### config.mk
export PLATFORM = sky130hd
export DESIGN_NAME = uart_tx
export DESIGN_NICKNAME = d
export VERILOG_FILES = /design/src/rtl/uart_tx.sv
export SDC_FILE = /design/constraint.sdc
export NUM_CORES = 1
export LEC_CHECK = 0
export ABC_AREA = 0
export ABC_CLOCK_PERIOD_IN_PS = 1750
export CORE_UTILIZATION = 37
export DETAILED_ROUTE_END_ITERATION = 10
export GPL_TIMING_DRIVEN = 1
export SYNTH_ARGS = -nofsm -noshare
export SYNTH_HDL_FRONTEND = slang
export SYNTH_SLANG_ARGS = --single-unit
### constraint.sdc
create_clock -name clk -period 1.75 [get_ports clk]
set_clock_uncertainty 0.1 [all_clocks]
set_input_delay 0.4375 -clock clk [delete_from_list [all_inputs] [get_ports clk]]
set_output_delay 0.4375 -clock clk [all_outputs]
set_load 0.05 [all_outputs]
### src/rtl/uart_tx.sv
// ---------------------------------------------------------------------------
// uart_tx - 8N1 UART transmitter (1 start, 8 data LSB first, 1 stop, no parity)
//
// Serialises bytes from a local producer onto the tx line. A one-entry
// holding register lets the producer queue the next byte while the current
// frame is on the line, so consecutive frames go out with no idle gap.
//
// Parameters:
//   SYS_CLOCK_FREQUENCY  system clock frequency in Hz
//   BAUD_RATE            line rate in bits/s
//   (BIT_TIME = SYS_CLOCK_FREQUENCY / BAUD_RATE clocks per bit, must be >= 2)
//
// Ports:
//   clk    in   system clock, rising edge
//   rst    in   asynchronous active-low reset
//   data   in   byte to transmit, sampled on an accept edge (send & rdy)
//   send   in   request strobe from the producer
//   rdy    out  1 = holding register empty, a byte can be accepted
//   busy   out  1 = frame in progress or a byte is held
//   tx     out  serial line, idles high, registered
//   probe  out  current state code (IDLE=0, START=1, DATA=2, STOP=3)
// ---------------------------------------------------------------------------
module uart_tx #(
    parameter int SYS_CLOCK_FREQUENCY = 50000000,
    parameter int BAUD_RATE           = 115200
) (
    input  logic       clk,
    input  logic       rst,
    input  logic [7:0] data,
    input  logic       send,
    output logic       rdy,
    output logic       busy,
    output logic       tx,
    output logic [3:0] probe
);

    localparam int          BIT_TIME = SYS_CLOCK_FREQUENCY / BAUD_RATE;
    localparam logic [31:0] LAST_CNT = 32'(BIT_TIME - 1);

    localparam logic [1:0] IDLE  = 2'd0;
    localparam logic [1:0] START = 2'd1;
    localparam logic [1:0] DATA  = 2'd2;
    localparam logic [1:0] STOP  = 2'd3;

    logic [1:0]  state;
    logic [7:0]  hold;
    logic        hold_valid;
    logic [7:0]  shift;
    logic [31:0] counter;
    logic [2:0]  bit_idx;

    logic        accept;
    logic        at_last;
    logic        load;
    logic [2:0]  next_idx;

    assign accept   = send & rdy;
    assign at_last  = (counter == LAST_CNT);
    assign next_idx = bit_idx + 3'd1;

    // A held byte moves into the shifter from IDLE, or straight out of the
    // last stop-bit cycle so back-to-back frames have no idle cycle between.
    assign load = hold_valid & ((state == IDLE) | ((state == STOP) & at_last));

    assign busy  = (state != IDLE) | hold_valid;
    assign probe = {2'b00, state};

    // Holding register. rdy is kept as a register alongside hold_valid so it
    // is a clean flop output. accept needs rdy=1 (hold empty) and load needs
    // hold_valid=1, so the two branches can never fire on the same edge.
    always_ff @(posedge clk or negedge rst) begin
        if (!rst) begin
            hold       <= 8'h00;
            hold_valid <= 1'b0;
            rdy        <= 1'b1;
        end else if (accept) begin
            hold       <= data;
            hold_valid <= 1'b1;
            rdy        <= 1'b0;
        end else if (load) begin
            hold_valid <= 1'b0;
            rdy        <= 1'b1;
        end
    end

    // Frame sequencer. The counter runs 0..BIT_TIME-1 within every bit and
    // is cleared at each terminal count; tx is updated on that same edge so
    // each bit is on the line for exactly BIT_TIME cycles.
    always_ff @(posedge clk or negedge rst) begin
        if (!rst) begin
            state   <= IDLE;
            shift   <= 8'h00;
            counter <= 32'd0;
            bit_idx <= 3'd0;
            tx      <= 1'b1;
        end else begin
            case (state)
                IDLE: begin
                    tx      <= 1'b1;
                    counter <= 32'd0;
                    if (load) begin
                        shift <= hold;
                        tx    <= 1'b0;
                        state <= START;
                    end
                end

                START: begin
                    if (at_last) begin
                        counter <= 32'd0;
                        tx      <= shift[0];
                        bit_idx <= 3'd0;
                        state   <= DATA;
                    end else begin
                        counter <= counter + 32'd1;
                    end
                end

                DATA: begin
                    if (at_last) begin
                        counter <= 32'd0;
                        if (bit_idx == 3'd7) begin
                            tx    <= 1'b1;
                            state <= STOP;
                        end else begin
                            bit_idx <= next_idx;
                            tx      <= shift[next_idx];
                        end
                    end else begin
                        counter <= counter + 32'd1;
                    end
                end

                STOP: begin
                    if (at_last) begin
                        counter <= 32'd0;
                        if (hold_valid) begin
                            shift <= hold;
                            tx    <= 1'b0;
                            state <= START;
                        end else begin
                            state <= IDLE;
                        end
                    end else begin
                        counter <= counter + 32'd1;
                    end
                end

                default: begin
                    state   <= IDLE;
                    tx      <= 1'b1;
                    counter <= 32'd0;
                end
            endcase
        end
    end

endmodule

# After elaboration in Yosys (flattened, before gate mapping)
# Cells that the tools add are included.
totals:
  reg_bits: 56
  wordCells: 68
classes:
  addsub: 2
  n_lt_le_gt_ge: 1
  n_eq_ne: 12
  n_mux: 30
  bitwise_logic: 5
  reduce_logical: 10
ops:
  columns: ["cell", "n"]
  rows:
  - ["case mux 32 bit (2 select lines)", 1]
  - ["adder 32 x 1 -> 32 bit (second input constant)", 1]
  - ["equality test 32 x 9 -> 1 bit (second input constant)", 1]
  - ["two-way mux 32 bit", 1]
  - ["two-way mux 8 bit", 3]
  - ["case mux 8 bit (2 select lines)", 1]
  - ["!= test 2 bit (second input constant)", 7]
  - ["two-way mux 1 bit", 12]
  - ["AND reduction 4 bit", 3]
  - ["two-way mux 2 bit", 5]
  - ["two-way mux 3 bit", 3]
  - ["case mux 2 bit (4 select lines)", 1]
  - ["nonzero test 2 bit", 4]
  - ["case mux 3 bit (2 select lines)", 1]
  - ["AND reduction 5 bit", 1]
  - ["equality test 2 bit (second input constant)", 2]
  - ["< comparator 3 x 4 -> 1 bit (second input constant)", 1]
  - ["case mux 1 bit (4 select lines)", 1]
  - ["adder 3 x 1 -> 3 bit (second input constant)", 1]
  - ["AND 1 bit", 3]
  - ["binary-select mux 1 bit (select 3 bit)", 1]
  - ["equality test 3 bit (second input constant)", 1]
  - ["OR reduction 3 bit", 1]
  - ["equality test 2 x 1 -> 1 bit (second input constant)", 1]
  - ["2 further kinds", 3]

# Depth between registers and ports, before layout
# Gate-level depths: netlist of run 1.
depth:
  ltp_word: 6
  mapped_depth: 8
  ltp_nobuf: 7

# Least setup slack after synthesis of run 1
# OpenSTA, ideal clock, no wires.
synth_timing:
  path_kind: "reg-to-reg"
  start: "reg state[0]"
  end: "reg state[1]"
  setup_time_ns: 0.125
  t_arrival_ns: 2.001
  slack_ns: -0.475
  path_stages_with_launch: 7
  period_less_slack_ns: 2.225
  cell_sequence: "dfrtp_1 -> inv_1 -> ha_1 -> nand2_1 -> o21a_1 -> o21ai_1 -> mux2_2"
synth_between:
  elab_chain_len: 6
synth_rtl:
  columns: ["element", "line_no", "rtl"]
  rows:
  - ["start: declaration", "45", "logic [1:0] state;"]
  - ["start signal: assignment", "91", "state <= IDLE;"]
  - ["start signal: assignment", "104", "state <= START;"]
  - ["start signal: assignment", "113", "state <= DATA;"]
  - ["equality test 2 bit", "63, 97", null]
  - ["AND 1 bit", "63", "assign load = hold_valid & ((state == IDLE) | ((state == STOP) & at_last));"]
  - ["bitwise OR 1 bit", "63", null]
  - ["AND 1 bit", "63", null]
  - ["!= test 2 bit (no source line)", null, null]
  - ["AND reduction 5 bit (no source line)", null, null]
# Parallel ways exist; a longest one is shown, timed or not.
# A chain may end at the register's enable or synchronous reset.

# Final worst setup path of run 1
layout_timing:
  start: "reg counter[28]"
  end: "reg state[1]"
layout_between:
  elab_chain_len: 6
layout_rtl:
  columns: ["element", "line_no", "rtl"]
  rows:
  - ["start: declaration", "49", "logic [31:0] counter;"]
  - ["start signal: assignment", "115", "counter <= counter + 32'd1;"]
  - ["start signal: assignment", "130", "counter <= counter + 32'd1;"]
  - ["start signal: assignment", "145", "counter <= counter + 32'd1;"]
  - ["equality test 32 x 9 -> 1 bit (*)", "58", "assign at_last = (counter == LAST_CNT);"]
  - ["AND 1 bit", "63", null]
  - ["bitwise OR 1 bit", "63", null]
  - ["AND 1 bit", "63", null]
  - ["!= test 2 bit (no source line)", null, null]
  - ["AND reduction 5 bit (no source line) (*)", null, null]
# Mark *: on every way between the ends. The rest lies on a longest branch, timed or not.

==> impl_metrics.ini, run 1 <==
[place]
placed_area_sq_um = 3610
io_buffers = 15
gp_congestion = 0.800
place_hpwl_mm = 4.27

[detailed_routing]
wl_mm = 6.20
ant_nets = 0
dr_total_vias = 2242
via_per_inst = 5.07
drt_iter0_markers = 83
remaining_drc_errors = 0
avgRoutedWirePerCell_microns = 14.0
dr.pass1.iters = 4

[clock_network]
cts.clk_slew.worst_paths_ns = 0.11
numCtsBuffers = 5
cts_sinks = 56
cts_buffer_depth = 2
root_buffer = clkbuf_8
clock_latency_ns = 0.31
cts_max_level = 2
cts_tree = yes

[finish]
layout-drive-gt1-share_pct = 36.4
ff_latch_area_sq_um = 1410
layout_commonest_cell = buf_4
syn_to_final_growth_pct = 37.5
final_cell_mix = buf_4, dfrtp_1, nor2_1, xor2_1, mux2_2
design_area_sq_um = 3920
postLayoutCoreUtil_pct = 53.4
multi_input_area_sq_um = 1490
filler_cell_count = 635
diodes = 0
final_nets = 362

[setup_path]
cp-endpoint = state[1]$_DFFE_PN0P_
reg2reg_slack_ns = -0.13
worst_ep_arrival_time_ns = 1.98
startpoint = counter[28]$_DFF_PN0_
r2r_end = state[1]$_DFFE_PN0P_
crit_type = reg -> reg
cp-end-kind = flip-flop
crit_path_max_fanout = 5
ff2ff_path_depth = 7
crit_required_ns = 1.85
rr_startpoint = counter[28]$_DFF_PN0_
cp-start-kind = flip-flop

[synthesis]
synth.distinct_cells = 48
syn_area_sq_um = 2850
synth-seq-cells = 56
dominantRegCellSynth = dfrtp_1
synthCells = 263
synth_top_area_share_pct = 47.5
synth.area.top_cells = dfrtp_1, xor2_1, mux2_2
syn_avg_cell_area_sq_um = 10.8
ys_seq_area_share_pct = 49.3
synth_top_area_cell = dfrtp_1
ys_async_sr_fraction_pct = 100
synth_edf_count = 0
ys_warn_count = 0

[sta]
max_freq_mhz = 532
layout_setup_ws_ns = -0.129
post-route-period-util_pct = 107
hold_ws_ns = 0.416
setup-violations-final = 44
slew_violations = 0
fin_crit_ns = 1.88
rsz0062_at_grt = yes
timing_hold_violations_final = 0

[power]
powerDensity_nw_per_um2 = 580
total_power_uw = 2270
leakage_uw = 0.00185
worst_ir_drop_vdd_uv = 391

[job]
cap_violations = 0

[grt]
antenna_found_initial = 0
overflow = 0
grt_pass1_vias = 2218
grt_usage_pct = 16.2
grt_pass1_wl_mm = 10.6
grt_max_degree = 20

[die]
core_sq_um = 7330
start_util_pct = 38.8
boundaryPins = 18
die_h_microns = 89.7
die_w_microns = 89.7
die_area_sq_um = 8050
rows = 31

[status]
violations = setup timing
status = finished, violations left

[hold_path]
hp-class = reg -> reg
-- registers in the layout (all words and copies together) (netlist names) --
signal	count
counter	32
hold	8
shift	8
bit_idx	3
state	2
hold_valid	1
rdy	1
tx	1
-- area by class of cell --
class / instances / share of cell area, %
repair buffers: 81 / 19.8
inverters: 7 / 0.735
flip-flops and latches: 56 / 35.9
well taps: 99 / 3.16
clock inverters: 3 / 0.639
clock buffers: 5 / 1.76
multi-input cells: 191 / 38.0
-- metrics by stage --
stage / worst slack (ns) / setup TNS (ns) / cells
after CTS: -0.130 / -2.50 / 438
after global placement: -0.200 / -4.00 / 423
final: -0.129 / -2.62 / 442
after global routing: -0.239 / -7.63 / 442
after detailed placement: -0.228 / -4.02 / 423
after floorplan: -0.0569 / -0.244 / 264
-- per-layer routing --
layer  track usage (%)  routed length (microns)  share of wire [%]  up-vias
li1                  -                        -                  -     1094
met1              22.0                     2980                 48     1117
met2              27.0                     3030                 49       24
met3              2.37                      127                2.0        7
met4              4.23                       59               0.95        0
met5                 0                        0                  0        -
-- critical path: stages, from the launching register on --
cell and delay, ns:
dfrtp_1 0.39, nor4_1 0.28, buf_4 0.15, nand4_1 0.12, buf_6 0.17, nor2_4 0.15, o21ai_1 0.13, mux2_2 0.29
-- Yosys cell counts, drive strengths merged (6+ instances only) --
cell type and n:
a21oi 6, buf 8, dfrtp 54, ha 9, inv 7, mux2 18, nand2 14, nand3 14
nand4 12, nor2 34, o21ai 7, xor2 22
-- power breakdown --
| group | total [uW] | internal [uW] | switching [uW] |
|---|---|---|---|
| clock | 740 | 293 | 447 |
| sequential | 1380 | 1350 | 28.8 |
| combinational | 150 | 85.2 | 64.9 |
| total | 2270 | 1730 | 541 |
-- logic make-up after synthesis --
group / share of synthesized area [%]
simple gates: 19.0
flops: 49.3
compound gates: 7.60
xor+xnor: 8.00
mux: 8.96
buf+inv: 3.08
fa+ha+maj: 3.95
other cells: 0.132
-- worst min path at each step --
stage | slack [ns] | start | end | depth (start not counted)
6_report | 0.42 | shift[2]$_DFFE_PN0P_ | shift[2]$_DFFE_PN0P_ | 1
4_1_cts | 0.42 | shift[5]$_DFFE_PN0P_ | shift[5]$_DFFE_PN0P_ | 1
3_5_place_dp | 0.31 | rst | shift[2]$_DFFE_PN0P_ | 1
3_3_place_gp | 0.31 | rst | shift[3]$_DFFE_PN0P_ | 1
2_1_floorplan | 0.04 | rst | bit_idx[0]$_DFFE_PN0P_ | 0
5_1_grt | 0.43 | hold[4]$_DFFE_PN0P_ | hold[4]$_DFFE_PN0P_ | 1
-- repair_timing --
item | 4_1_cts | 5_1_grt
pin swaps | 1 | 6
gates cloned | 1 | 0
hold buffers | 1 | 0
endpoints found under the setup margin | 49 | 49
hold endpoints to repair | 12 | 0
buffers inserted | 5 | 5
resized for setup | 14 | 6
Note: power is estimated with default switching activity, not from simulation.
==> run 2, diff against run 1 <==
--- a/config.mk
+++ b/config.mk
@@ -5,11 +5,11 @@
 export SDC_FILE = /design/constraint.sdc
 export NUM_CORES = 1
 export LEC_CHECK = 0
-export ABC_AREA = 0
 export ABC_CLOCK_PERIOD_IN_PS = 1750
 export CORE_UTILIZATION = 37
 export DETAILED_ROUTE_END_ITERATION = 10
 export GPL_TIMING_DRIVEN = 1
+export PLACE_DENSITY_LB_ADDON = 0.15
 export SYNTH_ARGS = -nofsm -noshare
 export SYNTH_HDL_FRONTEND = slang
 export SYNTH_SLANG_ARGS = --single-unit
==> run 2 against run 1 <==
The flow still finishes with violations (setup timing). First-iteration DRC count is 34% higher. Cell count is 0.68% higher. Die area is the same. Sequential power is essentially flat. Clock-buffer cell count did not move. Power increased by 0.68%. Non-clock buffer count rose by 3. Wire length grew 5.0%. Highest routed layer unchanged.
==> impl_metrics.ini, run 2 (same netlist as run 1, synthesis figures left out) <==
[status]
status = finished, violations left
violations = setup timing

[grt]
grt_pass1_wl_mm = 10.8
grt_max_degree = 33
overflow = 0
grt_pass1_vias = 2260
antenna_found_initial = 0
grt_usage_pct = 16.6

[clock_network]
cts_max_level = 2
cts_sinks = 56
cts_buffer_depth = 2
clock_latency_ns = 0.32
root_buffer = clkbuf_8
numCtsBuffers = 5
cts.clk_slew.worst_paths_ns = 0.11
cts_tree = yes

[detailed_routing]
wl_mm = 6.51
via_per_inst = 5.02
dr.pass1.iters = 4
ant_nets = 0
avgRoutedWirePerCell_microns = 14.6
remaining_drc_errors = 0
dr_total_vias = 2234
drt_iter0_markers = 111

[die]
boundaryPins = 18
die_area_sq_um = 8050
rows = 31
core_sq_um = 7330
die_h_microns = 89.7
die_w_microns = 89.7
start_util_pct = 38.8

[setup_path]
crit_path_max_fanout = 8
crit_chain = inv_1 > ha_1 > nor4b_4 > nand4_1 > buf_6 > o21ai_4 > nand2_4 > mux2_4
ff2ff_path_depth = 8
r2r_end = shift[7]$_DFFE_PN0P_
rr_startpoint = counter[1]$_DFF_PN0_
startpoint = counter[1]$_DFF_PN0_
slowest_stage = dfrtp_1
max_stage_delay_ns = 0.39
crit_required_ns = 1.87
reg2reg_slack_ns = -0.12
cp-start-kind = flip-flop
worst_ep_arrival_time_ns = 1.99
cp-end-kind = flip-flop
crit_type = reg -> reg

[finish]
filler_cell_count = 654
layout_commonest_cell = buf_4
largest-register = counter
final_cell_mix = buf_4, dfrtp_1, nor2_1, xor2_1, mux2_2
layoutNonFillerInstCount = 445
top_regs = counter x32, hold x8, shift x8
largest_register_ffs = 32
final_nets = 365
multi_input_area_sq_um = 1510
ff_latch_area_sq_um = 1410
diodes = 0
syn_to_final_growth_pct = 40.5
layout-drive-gt1-share_pct = 38.7
design_area_sq_um = 4000

[power]
leakage_uw = 0.00190
internal-power_uw = 1730
clkPwrFrac_pct = 33.0
swShare_pct = 24.3
powerDensity_nw_per_um2 = 572
comb_power_share_pct = 6.6
p_sw_uw = 556
power_frac_seq_pct = 60.4
worst_ir_drop_vdd_uv = 326

[hold_path]
hp-start = hold[7]$_DFFE_PN0P_
hold_path_depth = 1
holdPathEnd = shift[7]$_DFFE_PN0P_
hp-class = reg -> reg

[sta]
max_freq_mhz = 534
layout_setup_ws_ns = -0.121
post-route-period-util_pct = 107
rsz0062_at_grt = yes
slew_violations = 0
fin_crit_ns = 1.87
timing_hold_violations_final = 0
setup-violations-final = 47

[place]
place_inst = 423
preCtsSetupSlack_ns = -0.263
place_hpwl_mm = 4.22
gp_congestion = 0.794
io_buffers = 15
placed_area_sq_um = 3620

[job]
cap_violations = 0
[run 2: metrics by stage]
stage	setup TNS (ns)	power [uW]	util, %	hold slack, ns
after floorplan	-0.244	1480	-	0.0419
after global placement	-6.80	1560	49.4	0.305
after detailed placement	-6.51	1560	49.4	0.307
after CTS	-1.89	2340	52.7	0.421
after global routing	-6.82	2410	54.6	0.434
final	-2.83	2290	54.6	0.414
[run 2: area by class of cell]
class / instances / area share, %
Multi-Input combinational cell: 191 / 37.8
Tap cell: 99 / 3.10
Timing Repair Buffer: 84 / 20.8
Clock buffer: 5 / 1.72
Clock inverter: 3 / 0.657
Inverter: 7 / 0.719
Sequential cell: 56 / 35.1
[run 2: power groups by stage]
stage	clock network [uW]	logic, uW	registers (uW)
floorplan	0	70.1	1410
global placement	0	151	1410
detailed placement	0	154	1410
CTS	801	156	1380
global route	860	166	1390
finish	755	151	1380
[run 2: worst max-delay path, delay by kind of cell, from the launching register on]
kind,cells,cell delay [ns]
AO/OA/AOI/OAI,1,0.14
buffers and inverters,2,0.23
AND/OR/NAND/NOR,3,0.47
adder cells (fa/ha/maj),1,0.15
flip-flops,1,0.39
multiplexers,1,0.31
[run 2: routing by layer]
| layer | vias up | global-route usage, % | routed length [microns] |
|---|---|---|---|
| met4 | 0 | 5.46 | 88 |
| li1 | 1100 | - | - |
| met1 | 1100 | 23.5 | 3320 |
| met2 | 29 | 25.6 | 2940 |
| met3 | 5 | 3.13 | 155 |
| met5 | - | 0 | 0 |
[run 2: timing repair]
action	4_1_cts	5_1_grt
pin swaps	9	1
cloned	0	4
gates resized for setup	18	11
setup endpoints to repair	49	50
setup buffers	7	2
hold buffers	1	0
endpoints found under the hold margin	14	0
[run 2: how the worst max path moves through the flow]
stage | end | slack [ns] | cells past startpoint
after floorplan | state[1]$_DFFE_PN0P_ | -0.06 | 7
after global placement | state[1]$_DFFE_PN0P_ | -0.26 | 6
after detailed placement | state[1]$_DFFE_PN0P_ | -0.26 | 6
after CTS | shift[7]$_DFFE_PN0P_ | -0.12 | 6
after global routing | shift[7]$_DFFE_PN0P_ | -0.21 | 8
final | shift[7]$_DFFE_PN0P_ | -0.12 | 8
==> run 3, diff against run 2 <==
--- a/config.mk
+++ b/config.mk
@@ -9,7 +9,9 @@
 export CORE_UTILIZATION = 37
 export DETAILED_ROUTE_END_ITERATION = 10
 export GPL_TIMING_DRIVEN = 1
+export HOLD_SLACK_MARGIN = 0.03
 export PLACE_DENSITY_LB_ADDON = 0.15
+export SETUP_SLACK_MARGIN = 0.15
 export SYNTH_ARGS = -nofsm -noshare
 export SYNTH_HDL_FRONTEND = slang
 export SYNTH_SLANG_ARGS = --single-unit
==> run 3 against run 2 <==
The run still ends with setup timing left. Critical endpoint is now tx$_DFFE_PN1P_. Largest power group unchanged. Maximum frequency fell by 2.7%. Combinational power barely moved. Non-clock buffer count rose by 11. Clock-buffer cell count did not move. Wire length rose by 3.7%. Cell area rose by 7.2%. Utilization rose by 3.9 points. Sequential power barely moved. Sequential cell count did not move. Critical path depth did not move. Global-route usage fell by 0.082 points.
==> impl_metrics.ini, run 3 (same netlist as run 1, synthesis figures left out) <==
[status]
status = finished, violations left
violations = setup timing

[sta]
layout_setup_ws_ns = -0.174
hold_ws_ns = 0.414
rsz0062_at_grt = yes
max_freq_mhz = 520
post-route-period-util_pct = 110
slew_violations = 0
timing_hold_violations_final = 0
fin_crit_ns = 1.92
setup-violations-final = 45

[setup_path]
cp-end-kind = flip-flop
crit_path_max_fanout = 5
reg2reg_slack_ns = -0.17
max_stage_delay_ns = 0.39
worst_ep_arrival_time_ns = 2.08
rr_startpoint = counter[1]$_DFF_PN0_
r2r_end = tx$_DFFE_PN1P_
crit_chain = inv_1 > ha_1 > nor4b_4 > nand4_1 > buf_6 > o21bai_4 > a32oi_1 > mux2_2
crit_required_ns = 1.90
ff2ff_path_depth = 8
cp-start-kind = flip-flop
slowest_stage = dfrtp_1
crit_type = reg -> reg

[hold_path]
holdPathEnd = hold[3]$_DFFE_PN0P_
hp-start = hold[3]$_DFFE_PN0P_
hold_path_depth = 1
hp-class = reg -> reg

[clock_network]
cts_tree = yes
cts_max_level = 2
root_buffer = clkbuf_8
clock_latency_ns = 0.32
cts.clk_slew.worst_paths_ns = 0.11
numCtsBuffers = 5
cts_sinks = 56
cts_buffer_depth = 2

[place]
gp_congestion = 0.781
preCtsSetupSlack_ns = -0.209
io_buffers = 15
place_hpwl_mm = 4.26

[finish]
layout-drive-gt1-share_pct = 48.5
final_cell_mix = buf_4, dfrtp_1, xor2_1, mux2_2, nor2_4
ff_latch_area_sq_um = 1410
final_nets = 376
top_regs = counter x32, hold x8, shift x8
layout_commonest_cell = buf_4
syn_to_final_growth_pct = 50.6
filler_cell_count = 591
largest_register_ffs = 32
diodes = 0
largest-register = counter
multi_input_area_sq_um = 1670

[grt]
grt_max_degree = 30
antenna_found_initial = 0
grt_usage_pct = 16.5
grt_pass1_vias = 2154
overflow = 0
grt_pass1_wl_mm = 10.7

[power]
powerDensity_nw_per_um2 = 563
leakage_uw = 0.00193
worst_ir_drop_vdd_uv = 324

[detailed_routing]
dr_total_vias = 2288
remaining_drc_errors = 0
drt_iter0_markers = 59
via_per_inst = 5.02
avgRoutedWirePerCell_microns = 14.8
wl_mm = 6.75
dr.pass1.iters = 4
ant_nets = 0

[die]
start_util_pct = 38.8
die_h_microns = 89.7
core_sq_um = 7330
die_area_sq_um = 8050
rows = 31
die_w_microns = 89.7
boundaryPins = 18

[job]
cap_violations = 0
run 3: cell types whose count changed in the layout (fill, tap and decap cells not counted), sizes merged:
cell,before,now
inv,8,7
bufinv,0,1
buf,72,83
run 3: timing repair:
item                       in CTS  in global routing
setup buffers                  11                  6
hold buffers                    1                  0
cloned                          2                  2
hold endpoints to repair       14                  0
setup endpoints to repair      50                 51
resized for setup              20                 54
pin swaps                       8                 19
run 3: report_power, final:
part | total, uW | internal (uW) | switching, uW | leakage, uW
logic | 150 | 84.8 | 65.3 | 0.00114
clock network | 883 | 432 | 451 | 0.0000583
registers | 1380 | 1350 | 29.6 | 0.000735
total | 2420 | 1870 | 546 | 0.00193
run 3: final cells by class:
cell class | count | area share [%]
Clock buffer | 5 | 1.60
Clock inverter | 3 | 1.11
Inverter | 7 | 0.671
Multi-Input combinational cell | 191 | 39.0
Sequential cell | 56 | 32.8
Tap cell | 99 | 2.89
Timing Repair Buffer | 95 | 21.9
run 3: routing by layer:
layer  global-route usage (%)  vias to the layer above  wire length (microns)
met3                     2.37                        5                    148
met1                     24.3                     1135                   3300
li1                         -                     1120                      -
met4                     4.92                        0                     70
met5                        0                        -                      0
met2                     25.1                       28                   3240
run 3: how the worst max path moves through the flow:
stage | from | depth (start not counted) | to | slack (ns)
floorplan | counter[1]$_DFF_PN0_ | 7 | state[1]$_DFFE_PN0P_ | -0.06
global placement | counter[1]$_DFF_PN0_ | 8 | state[1]$_DFFE_PN0P_ | -0.18
detailed placement | counter[1]$_DFF_PN0_ | 8 | state[1]$_DFFE_PN0P_ | -0.21
CTS | counter[1]$_DFF_PN0_ | 8 | shift[7]$_DFFE_PN0P_ | -0.14
global route | counter[12]$_DFF_PN0_ | 6 | tx$_DFFE_PN1P_ | -0.25
finish | counter[1]$_DFF_PN0_ | 8 | tx$_DFFE_PN1P_ | -0.17
run 3: worst max-delay path: cells and delay by family (launching register included):
family | cells | cell delay, ns
adders and majority gates | 1 | 0.15
and+or+nand+nor | 2 | 0.36
buffers and inverters | 2 | 0.22
DFF | 1 | 0.39
muxes | 1 | 0.28
AOI/OAI and AO/OA | 2 | 0.35
run 3: stage by stage:
step | util [%] | power (uW) | instance area (sq um) | instances | setup TNS, ns
2_1_floorplan | - | 1480 | 2940 | 264 | -0.296
3_3_place_gp | 49.7 | 1550 | 3640 | 426 | -3.46
3_5_place_dp | 49.7 | 1560 | 3640 | 426 | -3.76
4_1_cts | 54.3 | 2440 | 3980 | 448 | -3.84
5_1_grt | 58.5 | 2520 | 4290 | 456 | -9.82
6_report | 58.5 | 2420 | 4290 | 456 | -5.74
